File: config.mk
export PLATFORM = sky130hd
export DESIGN_NAME = pulse_sequencer
export DESIGN_NICKNAME = d
export VERILOG_FILES = /design/src/rtl/pulse_sequencer.sv
export SDC_FILE = /design/constraint.sdc
export NUM_CORES = 1
export LEC_CHECK = 0
export ABC_AREA = 0
export CAP_MARGIN = 20
export CORE_UTILIZATION = 51
export DETAILED_ROUTE_END_ITERATION = 7
export PLACE_DENSITY = 0.77
export SKIP_CTS_REPAIR_TIMING = 1
export SYNTH_ARGS = -nofsm -noshare
export SYNTH_HDL_FRONTEND = slang
export SYNTH_SLANG_ARGS = --single-unit
File: constraint.sdc
create_clock -name clk -period 3.24 [get_ports clk]
set_input_delay 0.648 -clock clk [delete_from_list [all_inputs] [get_ports clk]]
set_output_delay 0.648 -clock clk [all_outputs]
set_load 0.005 [all_outputs]
File: src/rtl/pulse_sequencer.sv
// pulse_sequencer: programmable burst-pulse controller.
// Latches a period, a pulse width and a pulse count on an accepted start.
// It then drives n_pulses impulses spaced period cycles apart, and reports
// busy while the burst runs and a one-cycle done strobe when it ends.
// Optional feature macro: PULSE_SEQ_ABORT_EN adds the abort input, which
// cuts a running burst short.
module pulse_sequencer #(
    parameter int CNT_W = 8,
    parameter int N_W   = 8
) (
    input  logic             clk,
    input  logic             reset,
    input  logic             start,
`ifdef PULSE_SEQ_ABORT_EN
    input  logic             abort,
`endif
    input  logic [CNT_W-1:0] period,
    input  logic [CNT_W-1:0] width,
    input  logic [N_W-1:0]   n_pulses,
    output logic             impulse,
    output logic             busy,
    output logic             done,
    output logic [N_W-1:0]   pulse_idx
);

    typedef enum logic [1:0] {
        IDLE = 2'd0,
        RUN  = 2'd1,
        DONE = 2'd2
    } state_t;

    localparam logic [CNT_W-1:0] CNT_ONE = CNT_W'(1);
    localparam logic [N_W-1:0]   N_ONE   = N_W'(1);

    state_t           state;
    state_t           state_nxt;

    // Phase counter within the current pulse period
    logic [CNT_W-1:0] ph;
    logic [CNT_W-1:0] ph_nxt;
    logic [N_W-1:0]   idx_nxt;

    // Normalised configuration held for the duration of a burst
    logic [CNT_W-1:0] p_lat;
    logic [CNT_W-1:0] w_lat;
    logic [N_W-1:0]   n_lat;
    logic [CNT_W-1:0] p_nxt;
    logic [CNT_W-1:0] w_nxt;
    logic [N_W-1:0]   n_nxt;

    // Normalised view of the live configuration inputs
    logic [CNT_W-1:0] p_norm;
    logic [CNT_W-1:0] w_floor;
    logic [CNT_W-1:0] w_norm;

    logic             abort_req;
    logic             phase_last;
    logic             pulse_last;

    // Next values of the registered outputs
    logic             impulse_d;
    logic             busy_d;
    logic             done_d;

`ifdef PULSE_SEQ_ABORT_EN
    assign abort_req = abort;
`else
    assign abort_req = 1'b0;
`endif

    // P = max(period, 1); W = min(max(width, 1), P).
    // W == P keeps the impulse high for the whole burst.
    assign p_norm  = (period == '0) ? CNT_ONE : period;
    assign w_floor = (width == '0) ? CNT_ONE : width;
    assign w_norm  = (w_floor > p_norm) ? p_norm : w_floor;

    // Terminal counts are compared against P-1 and N-1.
    // The counters therefore never step past their limits, so N = 2^N_W-1 works.
    // In RUN both P and N are at least 1, so the subtraction cannot wrap.
    assign phase_last = (ph == (p_lat - CNT_ONE));
    assign pulse_last = (pulse_idx == (n_lat - N_ONE));

    // State register
    always_ff @(posedge clk or posedge reset) begin
        // NOTE: sequential state uses non-blocking assignments so every flop
        // samples pre-edge values regardless of block evaluation order.
        if (reset) begin
            state <= IDLE;
        end else begin
            state <= state_nxt;
        end
    end

    // Next-state and counter/config update logic
    always_comb begin
        // NOTE: every output of this block gets a default first, so no path
        // leaves a signal unassigned and no latch is inferred.
        state_nxt = state;
        ph_nxt    = ph;
        idx_nxt   = pulse_idx;
        p_nxt     = p_lat;
        w_nxt     = w_lat;
        n_nxt     = n_lat;

        unique case (state)
            IDLE: begin
                ph_nxt  = '0;
                idx_nxt = '0;
                if (start) begin
                    p_nxt     = p_norm;
                    w_nxt     = w_norm;
                    n_nxt     = n_pulses;
                    state_nxt = (n_pulses == '0) ? DONE : RUN;
                end
            end

            RUN: begin
                if (abort_req) begin
                    // Abort takes priority over the normal last-pulse completion
                    state_nxt = DONE;
                    ph_nxt    = '0;
                    idx_nxt   = '0;
                end else if (phase_last) begin
                    ph_nxt = '0;
                    if (pulse_last) begin
                        state_nxt = DONE;
                        idx_nxt   = '0;
                    end else begin
                        idx_nxt = pulse_idx + N_ONE;
                    end
                end else begin
                    ph_nxt = ph + CNT_ONE;
                end
            end

            DONE: begin
                // A start here is dropped, not queued
                state_nxt = IDLE;
                ph_nxt    = '0;
                idx_nxt   = '0;
            end

            default: begin
                state_nxt = IDLE;
                ph_nxt    = '0;
                idx_nxt   = '0;
            end
        endcase
    end

    // Output decode of the upcoming cycle, registered below so outputs are glitch-free
    always_comb begin
        busy_d    = (state_nxt == RUN);
        done_d    = (state_nxt == DONE);
        impulse_d = (state_nxt == RUN) && (ph_nxt < w_nxt);
    end

    // Datapath, latched configuration and registered outputs
    always_ff @(posedge clk or posedge reset) begin
        if (reset) begin
            // NOTE: the latched configuration is reset along with the control
            // flops so the terminal-count compares never see unknown values.
            ph        <= '0;
            p_lat     <= '0;
            w_lat     <= '0;
            n_lat     <= '0;
            pulse_idx <= '0;
            impulse   <= 1'b0;
            busy      <= 1'b0;
            done      <= 1'b0;
        end else begin
            ph        <= ph_nxt;
            p_lat     <= p_nxt;
            w_lat     <= w_nxt;
            n_lat     <= n_nxt;
            pulse_idx <= idx_nxt;
            impulse   <= impulse_d;
            busy      <= busy_d;
            done      <= done_d;
        end
    end

endmodule

## Word level (Yosys, flattened, before mapping)

Cells that the tools add are included.
Widths: inputs -> output; s select.

- Bits in registers: 45
- Bits in latches: 0
- Bits in writable memories: 0
- ROM bits: 0
- Input bits: 27
- Output and inout port bits: 11
- Word-level logic and storage cells: 42
- Memories: 0

- Add/subtract/negate cells: 4
- Multipliers: 0
- Divide/modulo/power cells: 0
- $lt $le $gt $ge: 2
- Equality and inequality tests: 6
- Shifts and indexed selects: 0
- Mux-type cells: 15
- Bitwise logic cells: 0
- Reduce and logical (&&, ||, !) cells: 6

Operator list:

| cell | number |
|---|---|
| $mux 8 | 10 |
| $logic_not 8->1 | 3 |
| $add 8x1->8 const B | 2 |
| $eq 8x8->1 | 2 |
| $sub 8x1->8 const B | 2 |
| $gt 8x8->1 | 1 |
| $lt 8x8->1 | 1 |
| $mux 2 | 4 |
| $eq 2x1->1 const B | 2 |
| $pmux 2 s2 | 1 |
| $eq 2x2->1 const B | 1 |
| $logic_not 2->1 | 1 |
| $ne 2x2->1 const B | 1 |
| $reduce_and 2->1 | 1 |
| $logic_and 1x1->1 | 1 |

## Logic depth before layout (Yosys ltp)

Gate-level depths: netlist of the first run.

- Word-level depth: 8
- Gate-level depth with buffers: 18
- Gate-level depth less buffers: 16

## Least setup slack after synthesis of the first run

Ideal clock, no wire load.

- Path kind: input port to flip-flop
- From: input period[6]
- To: register impulse
- Library setup time: 0.111 ns
- Arrival: 3.686 ns
- Data required time: 3.129 ns
- Slack: -0.557 ns
- Cell stages on the path: 17
- Path buffers: 2
- Cells stage by stage: nor4_1 -> a41o_1 -> ha_1 -> nor2b_1 -> o211ai_1 -> a211o_1 -> clkbuf_1 -> and2_0 -> clkbuf_1 -> a21oi_1 -> a21o_1 -> ha_1 -> o21a_1 -> o21ai_0 -> a21oi_1 -> a221o_1 -> a2111oi_2

- Longest elaborated chain between the ends: 8

RTL lines:

| item | line | RTL |
|---|---|---|
| start: declaration | 17 | `input logic [CNT_W-1:0] period,` |
| $logic_not 8->1 (*) | 73 | `assign p_norm = (period == '0) ? CNT_ONE : period;` |
| $mux 8 (*) | 73 |  |
| via p_norm[0] | 52 | `logic [CNT_W-1:0] p_norm;` |
| $gt 8x8->1 | 75 | `assign w_norm = (w_floor > p_norm) ? p_norm : w_floor;` |
| $mux 8 (*) | 75 |  |
| $mux 8 (*) | 109 | `if (start) begin` |
| $mux 8 (*) | 105 | `unique case (state)` |
| $lt 8x8->1 (*) | 155 | `impulse_d = (state_nxt == RUN) && (ph_nxt < w_nxt);` |
| $logic_and 1x1->1 (*) | 155 |  |
| via impulse_d | 61 | `logic impulse_d;` |
| end signal: assignment | 177 | `impulse <= impulse_d;` |
| end: declaration | 20 | `output logic impulse,` |

The timed path passes the listed nets; every way through them passes the cells marked *.
A chain may end at the register's enable or synchronous reset.

## Worst setup path in the final report of the first run

- From: input width[0]
- To: register impulse

- Longest elaborated chain between the ends: 8

RTL lines:

| item | line | RTL |
|---|---|---|
| start: declaration | 18 | `input logic [CNT_W-1:0] width,` |
| $logic_not 8->1 | 74 | `assign w_floor = (width == '0) ? CNT_ONE : width;` |
| $mux 8 (*) | 74 |  |
| $gt 8x8->1 | 75 |  |
| $mux 8 (*) | 75 |  |
| $mux 8 (*) | 109 |  |
| $mux 8 (*) | 105 |  |
| $lt 8x8->1 (*) | 155 |  |
| $logic_and 1x1->1 (*) | 155 |  |
| via impulse_d | 61 |  |

Marked as above.

==> results of run 1 <==
cells in the final DEF, fill, tap and decap left out, types with 3 or more instances in the layout:
cell and n:
dfrtp_1 45, buf_4 43, nor2_1 27, a21oi_1 24, clkdlybuf4s50_1 22, nand2_1 18
ha_1 18, inv_1 15, xor2_1 13, a21o_1 12, nand4_1 11, mux2_2 10
a21oi_2 10, dlymetal6s2s_1 10, o211ai_1 9, o21ai_0 9, xnor2_1 8, nand3_1 8
nand2b_1 7, and3_1 6, mux2i_1 6, clkbuf_8 5, nor3_1 4, nor4_1 4
o21ai_1 4, inv_2 4, a211o_1 3, o21ai_2 3, clkbuf_2 3
flip-flops by register name, indices dropped and copies added (netlist names):
signal,flops
busy,1
done,1
impulse,1
n_lat,8
p_lat,8
ph,8
pulse_idx,8
state,2
w_lat,8
worst register-to-register path: cells and delay by family (launching register included):
family | cells | cell delay, ns
adders and majority gates | 1 | 0.30
and+or+nand+nor | 3 | 0.99
AOI/OAI and AO/OA | 6 | 1.53
DFF | 1 | 0.44
worst paths after layout:
| check | slack, ns | endpoint | from | cells after the start |
|---|---|---|---|---|
| worst min register to register | 0.50 | w_lat[0] | w_lat[0] | 2 |
| worst max-delay path | -0.27 | impulse | width[0] | 16 |
| worst max register to register | -0.10 | impulse | p_lat[2] | 10 |
| max in group asynchronous | 1.78 | w_lat[0] | reset | 2 |
| min in group asynchronous | 0.87 | p_lat[2] | reset | 2 |
| worst min-delay path | 0.50 | w_lat[0] | w_lat[0] | 2 |
cells by family (layout without fill, tap and decap cells):
| group | Yosys count | in the layout | share of synthesized area |
|---|---|---|---|
| simple gates | 102 | 102 | 0.184 |
| compound gates | 90 | 90 | 0.198 |
| flops | 45 | 45 | 0.371 |
| buf+inv | 37 | 108 | 0.0512 |
| xor+xnor | 21 | 21 | 0.0607 |
| fa+ha+maj | 19 | 19 | 0.0784 |
| mux | 16 | 16 | 0.0570 |
final cells by class:
| type | instances | area [µm²] |
|---|---|---|
| tap | 72 | 90.1 |
| multi-input combinational | 248 | 1850 |
| timing repair buffer | 81 | 721 |
| fill | 441 | 1670 |
| clock buffer | 6 | 72.6 |
| sequential | 45 | 1130 |
| inverter | 19 | 71.3 |
| clock inverter | 2 | 10.0 |
power groups by stage:
stage	Clock [mW]	Combinational, mW	Sequential, mW
floorplan	0	0.743	0.899
global placement	0	1.02	0.928
detailed placement	0	1.05	0.937
CTS	0.348	1.06	0.925
global route	0.376	1.25	0.955
finish	0.347	1.11	0.931
per-layer routing:
layer,share of wire,wire length [µm],up-vias
met5,0,0,-
met4,0.016,117,0
met3,0.029,214,12
met2,0.47,3460,51
met1,0.48,3490,1299
li1,-,-,1341
==> summary.md, run 1 <==
| Metric | Value |
|---|---|
| Cells along the critical path | `clkdlybuf4s50_1, a21oi_2, ha_1, nand4_1, nor2_1, a211o_1, buf_6, a21oi_2, a21oi_2, a21o_1, ha_1, o21a_1, o21ai_2, a21oi_2, a221o_1, a2111oi_2` |
| First-pass GRT wire length | `11900 µm` |
| Via density | `5.71` |
| Area leader, netlist | `dfrtp_1` |
| Initial antenna violation count | `0` |
| Internal power | `1.44 mW` |
| Pre-CTS setup slack | `-0.921 ns` |
| Slew HR | `0.381` |
| Cell Area, Synth | `0.00303 mm²` |
| Max Buffers Root-to-Sink | `2` |
| Ant. Diodes | `0` |
| Pwr Density | `608 mW/mm²` |
| Critical-path top delay cell | `clkdlybuf4s50_1` |
| Net Sw Frac | `0.398` |
| Seq pwr share | `0.389` |
| Final WL | `7280 µm` |
| WS Path Type | `in2reg` |
| Clk slew on worst S/H paths | `0.09 ns` |
| Peak fanout along the critical path | `7` |
| Dpl hpwl | `5300 µm` |
| Clock skew | `0.0138 ns` |
| RSZ-0062 raised after global routing | `yes` |
| Peak Freq | `285 MHz` |
| Status | `complete, but fails checks` |
| Synth unique cells | `52` |
| Met1 GRT Util | `0.341` |
| Critical Path Sink Type | `flop` |
| Final setup violation count | `1` |
| Root Buffer | `clkbuf_8` |
| H-tree depth | `2` |
| Worst skew pair latency | `0.30 ns` |
| Number of max-cap violations | `0` |
| Largest net degree at the start of global routing | `46` |
| Vias in the first global route | `2564` |
| First DRT Iteration DRCs | `157` |
| Count leader, synth | `dfrtp_1` |
| Sum Neg Setup Slack | `-0.275 ns` |
| Hold WC Path Type | `reg2reg` |
| Share of layout cells above drive strength 1 | `0.242` |
| Grt ovf | `0` |
| Number of synthesized register bits | `45` |
| Violated checks | `negative setup slack` |
| Most Crowded Layer GR | `met2` |
| Die area | `0.00626 mm²` |
| Ranking of synthesized cells by area | `dfrtp_1, ha_1, a21oi_1` |
| CP delay by family, top | `compound AO/OA/AOI/OAI gates` |
| Die X | `79.1 µm` |
| CP Data Required Time | `3.44 ns` |
| Synthesized area per cell | `9.19 µm²` |
| CP startpoint kind | `input pin` |
| CTS Sinks | `45` |
| Global routing usage on met2 | `0.390` |
| # rows | `27` |
| Initial Utilization | `0.541` |
| WL/cell | `15.4 µm` |
| Minimum clock period | `3.51 ns` |
| Gp weighted congestion | `0.863` |
| Min Hold Slack | `0.497 ns` |
| CTS buffer count | `5` |
| Top Ports | `38` |
| Layout Cells excl Fill | `473` |
| Fin crit share | `1.08` |
| Fin nets | `446` |
| DRC violations left | `0` |
| Area grow syn2layout | `29.9%` |
| Post-synthesis sequential area ratio | `0.371` |
| Worst setup margin | `-0.275 ns` |
| Tot GR Track Use | `0.242` |
| Port bufs | `37` |
| Placed inst area | `0.00374 mm²` |
| Total power | `2.39 mW` |
| Pre-Repair DR Iteration Count | `4` |
| Final instance area | `0.00394 mm²` |
| Clock power share | `0.145` |
| Yosys warning count | `0` |
| Post-synth EDFFs | `0` |
| Final ANT Viol Nets | `0` |
| Synth top area share | `0.371` |
| Met3 Resource Use GR | `0.0333` |
| Max Slew Vio Count | `0` |
| Comb power frac | `0.466` |
| Net Count, Synth | `376` |
| # placed instances | `463` |
| Syn Inst Count | `330` |
| Final hold violation count | `0` |
| Via Count | `2703` |
| WP data arrival | `3.72 ns` |
| TritonCTS clock tree | `done` |
| Crit path largest cell delay | `0.48 ns` |
| Ys flop type | `dfrtp_1` |
| Cell with the most instances on the worst path | `a21oi_2` |
| CP bufs+invs | `2` |
| Transition time of the tightest slew-check pin | `0.927 ns` |
| Commonest cells in the netlist | `dfrtp_1, a21oi_1, nor2_1` |
| Leak | `1.82 nW` |
| Ys async rst share | `1.00` |
| CORE AREA | `0.00561 mm²` |
| Peak supply drop | `513 µV` |
| Core Util, Final | `0.702` |
| Psw | `0.952 mW` |
| Die Y | `79.1 µm` |
Power figures use the tool's default switching activity.
==> run 2: changes to the inputs <==
CORE_ASPECT_RATIO = 0.75   (was unset)
SKIP_LAST_GASP = 1   (was unset)
==> run 2 against run 1 <==
Compared with the run above:
- the flow still finishes with violations (negative setup slack)
- worst hold slack improved by 0.0082 ns
- count of clock-buffer cells in the layout unchanged
- sequential cell count unchanged
- register-to-register slack got worse by 0.08 ns
- first-iteration DRC count increased by 23%
- cell area increased by 3.1%
- cell count increased by 2.1%
- via count increased by 2.9%
- non-clock buffer count increased by 7
- clock skew decreased by 0.0079 ns
- critical path type unchanged
==> summary.md, run 2 (synthesis gave the netlist of run 1 again) <==
| Metric | Value |
|---|---|
| Via density | `5.76 (+0.79%)` |
| Fin crit share | `1.08 (-0.00513)` |
| Hold WC Path Type | `reg2reg` |
| Tot GR Track Use | `0.254 (+0.0120)` |
| Peak supply drop | `373 µV (-27%)` |
| Dpl hpwl | `5720 µm (+7.8%)` |
| CORE AREA | `0.00553 mm² (-1.5%)` |
| Top Ports | `38 (unchanged)` |
| Hold path start | `w_lat[0]` |
| Pre-Repair DR Iteration Count | `5 (+1)` |
| DRC violations left | `0 (unchanged)` |
| Worst r2r path cells | `10 (unchanged)` |
| CP delay by family, top | `compound AO/OA/AOI/OAI gates` |
| Gp weighted congestion | `0.906 (+5.0%)` |
| Number of max-cap violations | `0 (unchanged)` |
| H-tree depth | `2 (unchanged)` |
| Critical-path top delay cell | `a211o_1` |
| Critical Path Sink Type | `flop` |
| CTS buffer count | `5 (unchanged)` |
| Core Util, Final | `0.734 (+0.0322)` |
| Crit path largest cell delay | `0.32 ns (-0.16 ns)` |
| Peak fanout along the critical path | `5 (-2)` |
| CTS Sinks | `45 (unchanged)` |
| Cells along the critical path | `clkbuf_2, nor4_4, a21oi_2, ha_1, nor2b_1, o211ai_1, a211o_1, buf_6, a21oi_4, a21oi_2, a21o_1, ha_1, o21a_1, o21ai_2, a21oi_2, a221o_1, a2111oi_2` |
| Most common cell after layout, fill and taps aside | `buf_4` |
| Leak | `1.87 nW (+2.6%)` |
| Root Buffer | `clkbuf_8` |
| Min Hold Slack | `0.505 ns (+0.00822 ns)` |
| Final setup violation count | `1 (unchanged)` |
| Sum Neg Setup Slack | `-0.258 ns (+0.0166 ns)` |
| CP bufs+invs | `2 (unchanged)` |
| Initial Utilization | `0.549 (+0.00808)` |
| First DRT Iteration DRCs | `193 (+23%)` |
| WL/cell | `16.3 µm (+5.9%)` |
| Worst R2R Start | `p_lat[0]` |
| Max Slew Vio Count | `0 (unchanged)` |
| Hold Crit Depth | `2 (unchanged)` |
| Final instance area | `0.00406 mm² (+3.1%)` |
| Worst skew pair latency | `0.31 ns (about the same)` |
| Peak Freq | `286 MHz (+0.48%)` |
| Worst setup margin | `-0.258 ns (+0.0166 ns)` |
| Final ANT Viol Nets | `0 (unchanged)` |
| Vias in the first global route | `2504 (-2.3%)` |
| Violated checks | `negative setup slack` |
| Die area | `0.00626 mm² (about the same)` |
| Placed inst area | `0.00379 mm² (+1.2%)` |
| CP Data Required Time | `3.44 ns (about the same)` |
| Final WL | `7870 µm (+8.1%)` |
| Hold EP | `w_lat[0]` |
| Cell with the most instances on the worst path | `a21oi_2` |
| Initial antenna violation count | `0 (unchanged)` |
| Port bufs | `37 (unchanged)` |
| Pwr Density | `627 mW/mm² (+3.2%)` |
| Status | `complete, but fails checks` |
| Slew HR | `0.526 (+0.145)` |
| FF-to-FF End | `impulse` |
| First-pass GRT wire length | `12100 µm (+1.5%)` |
| Most frequent cells in the layout | `buf_4, dfrtp_1, nor2_1` |
| Final hold violation count | `0 (unchanged)` |
| Minimum clock period | `3.50 ns (-0.0166 ns)` |
| CP startpoint kind | `input pin` |
| Grt ovf | `0 (unchanged)` |
| Reg2Reg Setup Slack | `-0.18 ns (-0.08 ns)` |
| Fin nets | `453 (+1.6%)` |
| # rows | `23 (-15%)` |
| Area grow syn2layout | `33.8%` |
| Ant. Diodes | `0 (unchanged)` |
| Largest net degree at the start of global routing | `46 (unchanged)` |
| Die X | `91.0 µm (+15%)` |
| Via Count | `2782 (+2.9%)` |
| RSZ-0062 raised after global routing | `yes` |
| WP data arrival | `3.70 ns (-0.02 ns)` |
| WS Path Type | `in2reg` |
| Max Buffers Root-to-Sink | `2 (unchanged)` |
| Share of layout cells above drive strength 1 | `0.262 (+0.0204)` |
| Clock skew | `0.00597 ns (-0.00786 ns)` |
| Transition time of the tightest slew-check pin | `0.705 ns (-0.223 ns)` |
| TritonCTS clock tree | `done` |
| Die Y | `68.8 µm (-13%)` |
| Clk slew on worst S/H paths | `0.08 ns (about the same)` |
run 2: cell types whose count changed in the layout (fill, tap and decap cells not counted), sizes merged:
| cell | previous run | this run |
|---|---|---|
| clkdlybuf4s50 | 22 | 21 |
| clkinv | 2 | 1 |
| inv | 19 | 18 |
| bufinv | 0 | 1 |
| buf | 46 | 54 |
| clkinvlp | 0 | 1 |
run 2: per-stage QoR:
stage | total power, mW | setup WS, ns | std cells
floorplan | 1.64 | -0.348 | 330
detailed placement | 2.02 | -0.847 | 470
finish | 2.54 | -0.258 | 483
global route | 2.72 | -0.447 | 483
global placement | 1.97 | -0.777 | 470
CTS | 2.48 | -0.533 | 478
run 2: layer usage:
layer | wire (µm) | GRT usage | up-vias
li1 | - | - | 1353
met1 | 3820 | 0.369 | 1342
met2 | 3570 | 0.399 | 79
met3 | 401 | 0.0384 | 8
met4 | 82 | 0.0734 | 0
met5 | 0 | 0 | -
run 2: worst register-to-register path: cells and delay by family, from the launching register on:
kind                     cells  cell delay (ns)
AO/OA/AOI/OAI                6             1.59
AND/OR/NAND/NOR              3             1.05
flip-flops                   1             0.43
adder cells (fa/ha/maj)      1             0.27
run 2: worst max-delay path by stage:
stage / from / to / slack [ns] / depth (start not counted)
2_1_floorplan: period[6] / impulse / -0.35 / 17
3_3_place_gp: width[4] / impulse / -0.78 / 15
3_5_place_dp: width[4] / impulse / -0.85 / 15
4_1_cts: width[4] / impulse / -0.53 / 15
5_1_grt: width[5] / impulse / -0.45 / 17
6_report: width[5] / impulse / -0.26 / 17
run 2: area by class of cell:
| class | instances | area, µm² |
|---|---|---|
| clock buffer | 6 | 82.6 |
| sequential | 45 | 1130 |
| timing repair buffer | 88 | 785 |
| multi-input combinational | 248 | 1860 |
| tap | 75 | 93.8 |
| clock inverter | 2 | 37.5 |
| inverter | 19 | 71.3 |
| fill | 395 | 1470 |
run 2: power breakdown:
part,switching (mW),internal (mW),leakage (nW),total (mW)
logic,0.579,0.586,1.26,1.17
clock network,0.198,0.251,0.0574,0.449
registers,0.192,0.739,0.552,0.931
==> patch 1, RTL diff (flow settings as in run 2) <==
`CNT_W`: 8 -> 12.
--- a/src/rtl/pulse_sequencer.sv
+++ b/src/rtl/pulse_sequencer.sv
@@ -5,7 +5,7 @@
 // Optional feature macro: PULSE_SEQ_ABORT_EN adds the abort input, which
 // cuts a running burst short.
 module pulse_sequencer #(
-    parameter int CNT_W = 8,
+    parameter int CNT_W = 12,
     parameter int N_W   = 8
 ) (
     input  logic             clk,
Ports: changed (resized period and width); port bits go from 38 to 46. No check against the original RTL was run, so the function may have changed too.
==> patch 1 against run 2 <==
  * The run still ends with negative setup slack left
  * Hold slack better by 0.040 ns
  * Synthesized cell count up 34%
  * Routed wire length up 43%
  * Sequential cell count up 12
  * Critical path depth unchanged
  * Utilization up 0.86 points
  * Worst setup slack worse by 0.37 ns
  * Clock skew up 0.0017 ns
  * Critical endpoint unchanged
  * Cell area up 34%
  * Total power up 37%
  * Sequential share of layout area down 1.6 points
  * Highest routed layer unchanged
  * Area after synthesis up 27%
  * Sequential power up 19%
==> patch 1: results (changes against run 2) <==
[status]
status = finished, violations left
violations = negative setup slack

[global_routing]
track_usage = 0.295  ; +0.0403
grt_pass1_vias = 3724  ; +49%
grt_max_degree = 58  ; +26%

[worst_setup_path]
reg2reg_depth = 17  ; +7
cp_max_fo = 6  ; +1

[detailed_routing]
dr.pass1.iters = 7  ; +2
vias = 3762  ; +35%
detail_route.wl_per_cell_um = 16.9  ; +3.5%
drt-initial-drc-count = 232  ; +20%

[clocking]
clock_latency_ns = 0.34  ; +0.03 ns
cts_buffers = 9  ; +4
htreeDepth = 3  ; +1

[timing]
setup_ws_ns = -0.631  ; -0.373 ns
setup_viol = 6  ; +5
setup_tns_ns = -0.895  ; -0.637 ns
clock_skew_ns = 0.00764  ; +0.00167 ns

[yosys]
synth_adder_area_share = 0.0879  ; +0.00950
synthTopCellsByCount = dfrtp_1, nand2_1, nor2_1, inv_1, ha_1
ys_seq_area_frac = 0.371  ; about the same
synth_nets = 503  ; +34%
synth_compound_area_frac = 0.144  ; -0.0534
synth-xor-area-share = 0.0788  ; +0.0181

[finish]
nets = 624  ; +38%
fillers = 517  ; +31%

[placement]
hpwl_mm = 8.45  ; +48%

[pwr]
worst_ir_drop_vdd_v = 0.000359  ; -3.6%
p_leak_nw = 2.79  ; +49%

==> patch 1: cell types whose count changed in the layout (fill, tap and decap cells not counted), moves of 7 or more <==
cell	change
buf_4	+39
nand2_1	+31
o21ai_0	+16
a21oi_1	-13
inv_1	+13
dfrtp_1	+12
mux2_2	-10
dlymetal6s2s_1	+9
nand3_1	+9
o211ai_1	-7
xor2_1	+7
==> patch 1: report_power, final <==
part	internal [W]	leakage (nW)	switching [W]	total (W)
Sequential	0.000916	0.709	0.000192	0.00111
Clock	0.000373	0.0953	0.000298	0.000671
Combinational	0.000877	1.99	0.000821	0.00170
==> patch 1: worst paths after layout <==
kind / start / to / slack, ns
min reg2reg: p_lat[10]$_DFFE_PP0P_ / p_lat[10]$_DFFE_PP0P_ / 0.55
max in group asynchronous: reset / ph[6]$_DFF_PP0_ / 2.28
max: p_lat[1]$_DFFE_PP0P_ / impulse$_DFF_PP0_ / -0.63
min: p_lat[10]$_DFFE_PP0P_ / p_lat[10]$_DFFE_PP0P_ / 0.55
min in group asynchronous: reset / n_lat[4]$_DFFE_PP0P_ / 0.69
max reg2reg: p_lat[1]$_DFFE_PP0P_ / impulse$_DFF_PP0_ / -0.63
==> patch 1: area by class of cell <==
class                           instances  area, um^2  area share
Clock buffer                           11         141      0.0260
Clock inverter                          5        55.1      0.0101
Inverter                               30         113      0.0207
Multi-Input combinational cell        328        2370       0.435
Sequential cell                        57        1430       0.262
Tap cell                              101         126      0.0232
Timing Repair Buffer                  136        1210       0.223
==> patch 1: stage by stage <==
step                      cell area, um^2  cells
after floorplan                      3870    441
after global placement               5010    649
after detailed placement             5010    649
after CTS                            5210    665
after global routing                 5450    668
final                                5450    668
==> patch 1: cells by family (layout without fill, tap and decap cells) <==
kind of cell | Yosys count | count (layout)
DFF | 57 | 57
muxes | 13 | 13
and+or+nand+nor | 169 | 169
adders and majority gates | 27 | 27
buffers and inverters | 56 | 182
AOI/OAI and AO/OA | 86 | 86
xor gates and xnor gates | 33 | 33
==> patch 1: metal layers <==
metal | global-route usage | wire, um | up-vias
li1 | - | - | 1790
met1 | 0.406 | 5040 | 1825
met2 | 0.466 | 5350 | 125
met3 | 0.0684 | 660 | 22
met4 | 0.0714 | 216 | 0
met5 | 0 | 0 | -
==> patch 1: critical path: stages, from the launching register on <==
cell      delay [ns]
dfrtp_1         0.38
inv_2           0.07
ha_4            0.18
o21ba_1         0.17
a221o_1         0.32
a222oi_1        0.47
or3b_4          0.46
o31ai_4         0.20
buf_6           0.15
buf_4           0.13
nor2_1          0.08
ha_1            0.30
a21o_1          0.20
a21o_1          0.18
a21oi_2         0.14
o21ai_1         0.08
o21bai_1        0.16
a21oi_1         0.14
==> patch 2, RTL diff (config.mk and constraints of run 2) <==
Without the edit above. Remove the register `impulse`: a continuous assignment takes its place, so the output `impulse` follows one clock earlier.
--- a/src/rtl/pulse_sequencer.sv
+++ b/src/rtl/pulse_sequencer.sv
@@ -165,7 +165,6 @@
             w_lat     <= '0;
             n_lat     <= '0;
             pulse_idx <= '0;
-            impulse   <= 1'b0;
             busy      <= 1'b0;
             done      <= 1'b0;
         end else begin
@@ -174,11 +173,12 @@
             w_lat     <= w_nxt;
             n_lat     <= n_nxt;
             pulse_idx <= idx_nxt;
-            impulse   <= impulse_d;
             busy      <= busy_d;
             done      <= done_d;
         end
     end
 
+    assign impulse = impulse_d;
+
 endmodule
 
Check against the original RTL: not equivalent (a bounded check fails within 4 cycles, from zero or initial values and one cycle with reset high).
==> patch 2 against run 2 <==
  * The run still ends with negative setup slack left
  * Critical path depth unchanged
  * Global-route usage up 2.4 points
  * Sequential cell count down 1
  * Cell area up 6.0%
  * Worst setup slack worse by 1.1 ns
  * Utilization up 4.8 points
  * Clock skew up 0.0062 ns
  * Routed wire length up 13%
  * Area after synthesis down 0.83%
  * Sequential power down 8.5%
  * Cell count up 7.7%
  * Count of clock-buffer cells in the layout up 1
  * Total power up 8.7%
==> patch 2: results (changes against run 2) <==
[pwr]
internal_power_w = 0.00168  ; +6.6%
finalPower_w = 0.00277  ; +8.7%
p_leak_nw = 2.04  ; +9.0%
worst_ir_drop_vdd_v = 0.000406  ; +8.9%
pg_seq_w = 0.000852  ; -8.5%
clockPowerShare = 0.134  ; -0.042

[global_routing]
antenna_found_initial = 1  ; +1
grt_max_degree = 45  ; -2.2%
track_usage = 0.278  ; +0.0238
grt_pass1_wl_mm = 13.1  ; +8.5%
grt_pass1_vias = 2698  ; +7.7%

[detailed_routing]
dr.pass1.iters = 5  ; unchanged
detail_route.wl_per_cell_um = 17.1  ; +5.2%
drt-initial-drc-count = 237  ; +23%
vias = 2991  ; +7.5%

[finish]
seq_cell_count = 44  ; -2.2%
clock_buffers = 7  ; +1
clockNetworkAreaShare = 0.0218  ; -0.00778
register_area_um2 = 1100  ; -2.2%
n_all_buffers = 125  ; +42%
multi_input_area_share = 0.440  ; -0.0192
fillers = 356  ; -9.9%
final_cell_count_no_fill = 520  ; +7.7%
nets = 489  ; +7.9%
multiInputCombCellCount = 248  ; unchanged
layout.nonclk_buf_frac = 0.244  ; +0.0502
antennaDiodeCount = 1  ; +1
drive_above_1_share = 0.318  ; +0.0553

[worst_setup_path]
cpPeakStageDelay_ns = 0.35  ; +0.03 ns
crit_family = compound AO/OA/AOI/OAI gates
cp_max_fo = 7  ; +2
crit_slowest_cell = a221o_1

[yosys]
yosysWarnings = 0  ; unchanged
ys.flop_type = dfrtp_1
syn_inst = 329  ; -0.30%
synth_nets = 375  ; -0.27%
ys_seq_area_frac = 0.366  ; -0.00523
synthTopCellsByCount = dfrtp_1, a21oi_1, nor2_1, ha_1, inv_1
synthTopCellsByArea = dfrtp_1, ha_1, a21oi_1

[status]
status = finished, violations left
violations = negative setup slack

[timing]
setup_viol = 1  ; unchanged
relSlewSlack = 0.630  ; +0.104
clock_skew_ns = 0.0121  ; +0.00617 ns
setup_ws_ns = -1.38  ; -1.13 ns
setup_tns_ns = -1.38  ; -1.13 ns

[hold_path]
hold_class = reg -> reg

[placement]
routabilityCongestion = 0.928  ; +2.4%
hpwl_mm = 6.24  ; +9.2%
dpl_cell_area_um2 = 4030  ; +6.3%
dp.cells = 506  ; +7.7%

[floorplanning]
core_um2 = 5500  ; -0.52%

[clocking]
clk_root_buffer_cell = clkbuf_8
cts.clk_slew.worst_paths_ns = 0.08  ; about the same

[patch 2: cell count changes in the layout (fill, tap and decap cells not counted), sizes merged]
cell,before,now
bufinv,1,0
clkbuf,9,10
buf,54,90
dlymetal6s2s,10,11
diode,0,1
dfrtp,45,44
[patch 2: per-layer routing]
metal	up-vias	global-route usage	wire, um
met5	-	0	0
met4	0	0.0867	140
met3	20	0.0362	654
met2	124	0.440	4040
met1	1432	0.401	4080
li1	1415	-	-
[patch 2: stage by stage]
step           setup WS [ns]  utilization
6_report               -1.38        0.782
3_3_place_gp           -1.92        0.733
4_1_cts                -2.06        0.750
2_1_floorplan         -0.932            -
3_5_place_dp           -2.03        0.733
5_1_grt                -1.52        0.782
[patch 2: cells by family after synthesis]
logic type,Yosys count,synth area share
mux,16,0.0574
flops,44,0.366
xor+xnor,21,0.0612
compound gates,90,0.199
simple gates,102,0.185
buf+inv,37,0.0516
fa+ha+maj,19,0.0791
[patch 2: worst paths after layout]
check | from | cells after the start | end | slack, ns
max | period[1] | 17 | impulse | -1.38
min in group asynchronous | reset | 3 | n_lat[6]$_DFFE_PP0P_ | 0.78
min reg2reg | p_lat[7]$_DFFE_PP0P_ | 1 | p_lat[7]$_DFFE_PP0P_ | 0.54
max in group asynchronous | reset | 3 | p_lat[0]$_DFFE_PP0P_ | 2.08
max reg2reg | n_lat[0]$_DFFE_PP0P_ | 10 | done$_DFF_PP0_ | 0.63
min | p_lat[7]$_DFFE_PP0P_ | 1 | p_lat[7]$_DFFE_PP0P_ | 0.54
[patch 2: worst reg2reg max path, cell delays in order, from the launching register on]
cell and delay (ns):
dfrtp_1 0.39, inv_1 0.08, ha_1 0.18, or3b_1 0.37, buf_4 0.15, nor4_1 0.22
o2111ai_1 0.14, a311o_1 0.40, buf_4 0.21, o31a_1 0.30, nor2_1 0.10
